==> src/rtl/pwm_capture.sv <==
// Eight-channel PWM period / high-time measurement unit behind a simple rd/wr register bus.
// Latency: dout one cycle after rd; measurements lag the pin by 2-3 cycles through the synchronizer.
// Backpressure: none; the bus is always ready and the capture registers are overwritten on every period.
module pwm_capture #(
  parameter int NCH = 8,
  parameter int CW  = 32
) (
  input  logic           clk,
  input  logic           rst,
  input  logic           rd,
  input  logic           wr,
  input  logic [31:0]    din,
  input  logic [6:0]     adrs,
  output logic [31:0]    dout,
  input  logic [NCH-1:0] pwmi,
  output logic           irq
);

  typedef enum logic [1:0] {
    IDLE = 2'd0,
    ARM  = 2'd1,
    MEAS = 2'd2
  } state_t;

  localparam logic [CW-1:0] CMAX    = {CW{1'b1}};
  localparam logic [CW-1:0] CMAX_M1 = {{(CW-1){1'b1}}, 1'b0};
  localparam logic [CW-1:0] ONE     = {{(CW-1){1'b0}}, 1'b1};
  localparam logic [6:0]    ADR_STATUS = 7'h60;
  localparam logic [6:0]    ADR_OVF    = 7'h64;

  logic [NCH-1:0] sync1, sync2, sync_d, re;
  logic [NCH-1:0] en, ien, valid, ovf;
  logic [CW-1:0]  period [NCH];
  logic [CW-1:0]  high   [NCH];
  logic           sts_we, ovf_we;
  logic [31:0]    rdata;
  logic           unused_din;

  assign sts_we     = wr && (adrs == ADR_STATUS);
  assign ovf_we     = wr && (adrs == ADR_OVF);
  assign re         = sync2 & ~sync_d;
  assign irq        = |(valid & ien);
  // Only the low bits of din carry meaning; the rest are reduced away here.
  assign unused_din = ^din;

  // Two-flop synchronizer plus one delay stage for rising-edge detection.
  always_ff @(posedge clk or negedge rst) begin
    if (!rst) begin
      sync1  <= '0;
      sync2  <= '0;
      sync_d <= '0;
    end else begin
      sync1  <= pwmi;
      sync2  <= sync1;
      sync_d <= sync2;
    end
  end

  for (genvar n = 0; n < NCH; n++) begin : g_ch
    localparam logic [6:0] BASE = 7'(n * 12);

    state_t        state, state_nxt;
    logic          cnt_clr, cnt_start, cnt_run, cap, ovf_set, ctrl_we;
    logic [CW-1:0] cnt, hcnt;
    logic [CW-1:0] period_q, high_q;
    logic          en_q, ien_q, valid_q, ovf_q;

    assign ctrl_we   = wr && (adrs == BASE);
    assign ovf_set   = cnt_run && (cnt == CMAX_M1);
    assign en[n]     = en_q;
    assign ien[n]    = ien_q;
    assign valid[n]  = valid_q;
    assign ovf[n]    = ovf_q;
    assign period[n] = period_q;
    assign high[n]   = high_q;

    // Channel FSM state register.
    always_ff @(posedge clk or negedge rst) begin
      if (!rst) state <= IDLE;
      else      state <= state_nxt;
    end

    // Next state: disabling always returns to IDLE; the first edge after arming only starts counting.
    always_comb begin
      state_nxt = state;
      case (state)
        IDLE:    state_nxt = ARM;
        ARM:     if (re[n]) state_nxt = MEAS;
        MEAS:    state_nxt = MEAS;
        default: state_nxt = IDLE;
      endcase
      if (!en_q) state_nxt = IDLE;
    end

    // Counter controls decoded from state; a disabled channel holds its counters at zero.
    always_comb begin
      cnt_clr   = 1'b0;
      cnt_start = 1'b0;
      cnt_run   = 1'b0;
      cap       = 1'b0;
      case (state)
        IDLE:    cnt_clr = 1'b1;
        ARM:     cnt_start = re[n];
        MEAS:    begin
                   cap     = re[n];
                   cnt_run = ~re[n];
                 end
        default: cnt_clr = 1'b1;
      endcase
      if (!en_q) begin
        cnt_clr   = 1'b1;
        cnt_start = 1'b0;
        cnt_run   = 1'b0;
        cap       = 1'b0;
      end
    end

    // Period and high-time counters, both saturating; the edge cycle itself counts as 1.
    always_ff @(posedge clk or negedge rst) begin
      if (!rst) begin
        cnt  <= '0;
        hcnt <= '0;
      end else if (cnt_clr) begin
        cnt  <= '0;
        hcnt <= '0;
      end else if (cnt_start || cap) begin
        cnt  <= ONE;
        hcnt <= ONE;
      end else if (cnt_run) begin
        if (cnt != CMAX) cnt <= cnt + ONE;
        if (sync2[n] && (hcnt != CMAX)) hcnt <= hcnt + ONE;
      end
    end

    // Result registers keep their last capture across disable.
    always_ff @(posedge clk or negedge rst) begin
      if (!rst) begin
        period_q <= '0;
        high_q   <= '0;
      end else if (cap) begin
        period_q <= cnt;
        high_q   <= hcnt;
      end
    end

    // CTRL and the sticky flags; a hardware set beats a same-cycle W1C clear.
    always_ff @(posedge clk or negedge rst) begin
      if (!rst) begin
        en_q    <= 1'b0;
        ien_q   <= 1'b0;
        valid_q <= 1'b0;
        ovf_q   <= 1'b0;
      end else begin
        if (ctrl_we) begin
          en_q  <= din[0];
          ien_q <= din[1];
        end
        valid_q <= cap     | (valid_q & ~(sts_we & din[n]));
        ovf_q   <= ovf_set | (ovf_q   & ~(ovf_we & din[n]));
      end
    end
  end

  // Read decode; anything not matching an exact register address reads as zero.
  always_comb begin
    rdata = '0;
    for (int n = 0; n < NCH; n++) begin
      if (adrs == 7'(n * 12))     rdata = {30'd0, ien[n], en[n]};
      if (adrs == 7'(n * 12 + 4)) rdata = 32'(period[n]);
      if (adrs == 7'(n * 12 + 8)) rdata = 32'(high[n]);
    end
    if (adrs == ADR_STATUS) rdata = 32'(valid);
    if (adrs == ADR_OVF)    rdata = 32'(ovf);
  end

  // Registered read port; idle cycles return zero.
  always_ff @(posedge clk or negedge rst) begin
    if (!rst)    dout <= '0;
    else if (rd) dout <= rdata;
    else         dout <= '0;
  end

endmodule

==> config.mk <==
export PLATFORM = sky130hd
export DESIGN_NAME = pwm_capture
export DESIGN_NICKNAME = d
export VERILOG_FILES = /design/src/rtl/pwm_capture.sv
export SDC_FILE = /design/constraint.sdc
export NUM_CORES = 2
export LEC_CHECK = 0
export CORE_MARGIN = 2
export CORE_UTILIZATION = 50
export CTS_CLUSTER_SIZE = 30
export DETAILED_ROUTE_END_ITERATION = 8
export PLACE_DENSITY = 0.74
export SLEW_MARGIN = 25
export SYNTH_ARGS = -nofsm -noshare
export SYNTH_HDL_FRONTEND = slang
export SYNTH_SLANG_ARGS = --single-unit
export TNS_END_PERCENT = 100
==> constraint.sdc <==
create_clock -name clk -period 2.5 [get_ports clk]
set_input_delay 0.75 -clock clk [delete_from_list [all_inputs] [get_ports clk]]
set_output_delay 0.75 -clock clk [all_outputs]
set_load 0.01 [all_outputs]
==> metrics.md <==
| Metric | Value |
|---|---|
| I/O pin total | 84 |
| Max-Cap Viols | 0 |
| Starting Density | 50.5% |
| Syn Nets | 5609 |
| Pint | 29.6 mW |
| M1 wire length | 73800 um |
| Dpl ws | -1.15 ns |
| Simple-Gate Fraction of Synth Area | 19.5% |
| Wire per inst | 24.6 um |
| DR iter-0 viols | 5110 |
| WL met3 | 18300 um |
| Number of synthesized flops with an enable pin | 0 |
| Die area | 0.115 mm^2 |
| Skew final | 0.0249 ns |
| Worst path top cell family by delay | flip-flops |
| Synth area leaders | dfrtp_1 (50%), mux2_2 (9.8%), nor2_1 (4.3%), xnor2_1 (3.2%), xor2_1 (3.1%) |
| Compound-Gate Fraction of Synth Area | 9.98% |
| Min setup slack post-route | -0.284 ns |
| Clk Latency, worst-skew pair | 0.73 ns |
| Post-synth top cells | dfrtp_1 (1128), nor2_1 (642), mux2_2 (489), nand2_1 (457), nand3_1 (265) |
| Layout Cells excl Fill | 7578 |
| DR vias | 47000 |
| Fin crit period | 2.78 ns |
| Gpl congestion | 1.07 |
| GRT Total Usage | 31.9% |
| Crit Path Class | reg -> out |
| Reg power frac | 48.0% |
| Post-synth ARST share | 100% |
| Area share of the largest cell type after synthesis | 50.3% |
| CORE AREA | 0.111 mm^2 |
| Area growth syn-to-layout | 20.1% |
| P_leak | 29.1 nW |
| Synth cell types | 102 |
| Xor and xnor area share after synthesis | 6.31% |
| Startpoint Class | register |
| # setup viols final | 5 |
| DRC viols | 0 |
| Slew Limit Headroom | 47.1% |
| Syn Inst Count | 5510 |
| H-tree depth | 3 |
| Largest net degree at the start of global routing | 91 |
| Clock network power share | 47.4% |
| Sequential fraction of the synthesis area | 50.3% |
| RSZ-0062 raised after global routing | yes |
| Data arrival, critical path | 2.03 ns |
| GRT overflow | 0 |
| TNS Setup | -0.304 ns |
| Hold Slack | 0.335 ns |
| Clk slew on worst S/H paths | 0.06 ns |
| Max Fclk | 359 MHz |
| Status | complete, but fails checks |
| Predominant post-synthesis flop cell | dfrtp_1 |
| Post-synthesis adder-cell area fraction | 1.09% |
| Clock sinks | 1128 |
| First-pass GRT wire length | 281000 um |
| CP endpoint kind | output pin |
| Number of I/O port buffers | 59 |
| Top Metal Used | met5 |
| Crit path cell chain | a22oi_2 > buf_4 > nand4_1 > buf_2 |
| Post-DP HPWL | 140000 um |
| Synthesized area | 0.0561 mm^2 |
| Share of layout cells above drive strength 1 | 23.7% |
| Drt via density | 6.20 |
| Sw Pwr | 8.79 mW |
| Logic pwr share | 4.6% |
| Clk buf depth | 3 |
| Final Hold Fails | 0 |
| Worst path slowest cell | dfrtp_1 |
| Total power | 38.4 mW |
| Count leader, synth | dfrtp_1 |
| PwrDens | 570 mW/mm^2 |
| Yosys warnings | 0 |
| Worst slew pin tran | 0.788 ns |
| Largest stage delay, worst path | 0.43 ns |
| CP Buf/Inv Count | 2 |
| Vias in the first global route | 45200 |
| Post-route antenna net violation count | 0 |
| Flops & latches, synth | 1128 |
| HP Class | reg -> reg |
| Fin. max-slew vios | 0 |
| Initial antenna violation count | 10 |
| Peak ir drop on the vdd network | 596 uV |
| Final period util | 111% |
| Average size of a mapped cell | 10.2 um^2 |
| Metal2 WL | 83100 um |
| Root Buffer | clkbuf_16 |
| Placed cells | 7336 |
| Crit-path max FO | 2 |
| Drt pass-1 iters | 6 |
| WP data required | 1.75 ns |
| Die Y | 339 um |
| CTS tree | yes |
| Largest family of logic cells by synthesized area | simple AND/OR/NAND/NOR gates |
| Area leader, netlist | dfrtp_1 |
| Failing checks | setup timing |
| Post-synthesis mux area share | 10.2% |
| WL final | 186000 um |
| Die W | 339 um |
| Num CTS Buffers | 115 |
| Net Sw Frac | 22.9% |
| # rows | 122 |
| Final #Nets | 6090 |
==> power by group through the flow <==
stage               Combinational (mW)  Clock, mW  Sequential (mW)
CTS                               1.71       18.4             18.4
floorplan                        0.520          0             18.7
global route                      1.90       19.2             18.4
detailed placement                1.71          0             18.8
finish                            1.77       18.2             18.5
global placement                  1.69          0             18.8
==> area by class of cell <==
type,instances,area [um^2]
inverters,76,285
diodes,1,2.50
clock inverters,55,699
flip-flops and latches,1128,28200
repair buffers,650,5980
well taps,1488,1860
multi-input cells,4020,27000
clock buffers,160,3310
fillers,9027,43600
==> cells by family (layout without fill, tap and decap cells) <==
| family | Yosys count | in the layout |
|---|---|---|
| muxes | 511 | 511 |
| other | 0 | 1 |
| AOI/OAI and AO/OA | 869 | 869 |
| DFF | 1128 | 1128 |
| buffers and inverters | 362 | 941 |
| xor gates and xnor gates | 404 | 404 |
| adders and majority gates | 49 | 49 |
| and+or+nand+nor | 2187 | 2187 |
==> state kept, by name, summed over array words and instances (netlist names) <==
| name | cells |
|---|---|
| dout | 32 |
| g_ch.cnt | 256 |
| g_ch.en_q | 8 |
| g_ch.hcnt | 256 |
| g_ch.high_q | 256 |
| g_ch.ien_q | 8 |
| g_ch.ovf_q | 8 |
| g_ch.period_q | 256 |
| g_ch.state | 16 |
| g_ch.valid_q | 8 |
| sync1 | 8 |
| sync2 | 8 |
| sync_d | 8 |
==> repair_timing <==
item,CTS,global route
buffers inserted,1,19
endpoints found under the hold margin,6,0
gates resized for setup,53,75
endpoints found under the setup margin,55,86
gates cloned,0,6
pin swaps,2,14
hold buffers,1,0
==> through the flow <==
step | cell area, um^2 | utilization [%]
final | 67400 | 60.7
after global routing | 67400 | 60.7
after CTS | 66800 | 60.2
after detailed placement | 62600 | 56.4
after global placement | 62600 | 56.4
after floorplan | 56100 | -
==> worst paths after layout <==
check,startpoint,slack [ns],depth (start not counted),to
setup / recovery,g_ch[7].valid_q,-0.28,4,irq
hold / removal,sync1[4],0.33,0,sync2[4]
setup reg to reg,g_ch[0].state[0],0.09,9,g_ch[0].cnt[27]
hold reg to reg,sync1[4],0.33,0,sync2[4]
max in group asynchronous,rst,1.00,4,g_ch[4].cnt[20]
min in group asynchronous,rst,0.59,2,g_ch[6].high_q[28]
==> routing by layer <==
metal / up-vias / track usage (%)
li1: 20800 / -
met4: 10 / 16.0
met1: 23400 / 42.4
met5: - / 0
met3: 495 / 7.56
met2: 2247 / 48.8
==> placed cells by master, fill, tap and decap left out, types with 17 or more instances in the layout <==
cell type	netlist	routed
ha_1	48	46
a21oi_1	240	235
dfrtp_1	1128	1112
o221ai_1	30	30
nand2b_1	26	26
or3_1	63	62
mux2_2	489	489
and4_1	70	70
nand3_1	265	256
clkinv_2	0	22
nand4_1	179	179
nand2_1	457	449
o21ai_0	220	216
a211oi_1	25	23
inv_1	74	74
and2_1	25	25
nor3b_1	34	20
clkbuf_1	220	21
o22ai_1	58	56
buf_12	0	68
buf_4	1	512
nor4_1	69	63
xnor2_1	204	204
clkdlybuf4s50_1	0	34
a221oi_1	30	28
mux2i_1	22	22
nor3b_2	6	17
nor2b_1	22	20
clkbuf_16	0	122
o211ai_1	19	19
xor2_1	200	200
and3_1	83	83
clkbuf_8	0	22
nor3_1	147	146
nor2_1	642	641
a22oi_1	62	60
No activity file was read; power rests on OpenSTA's default activity.
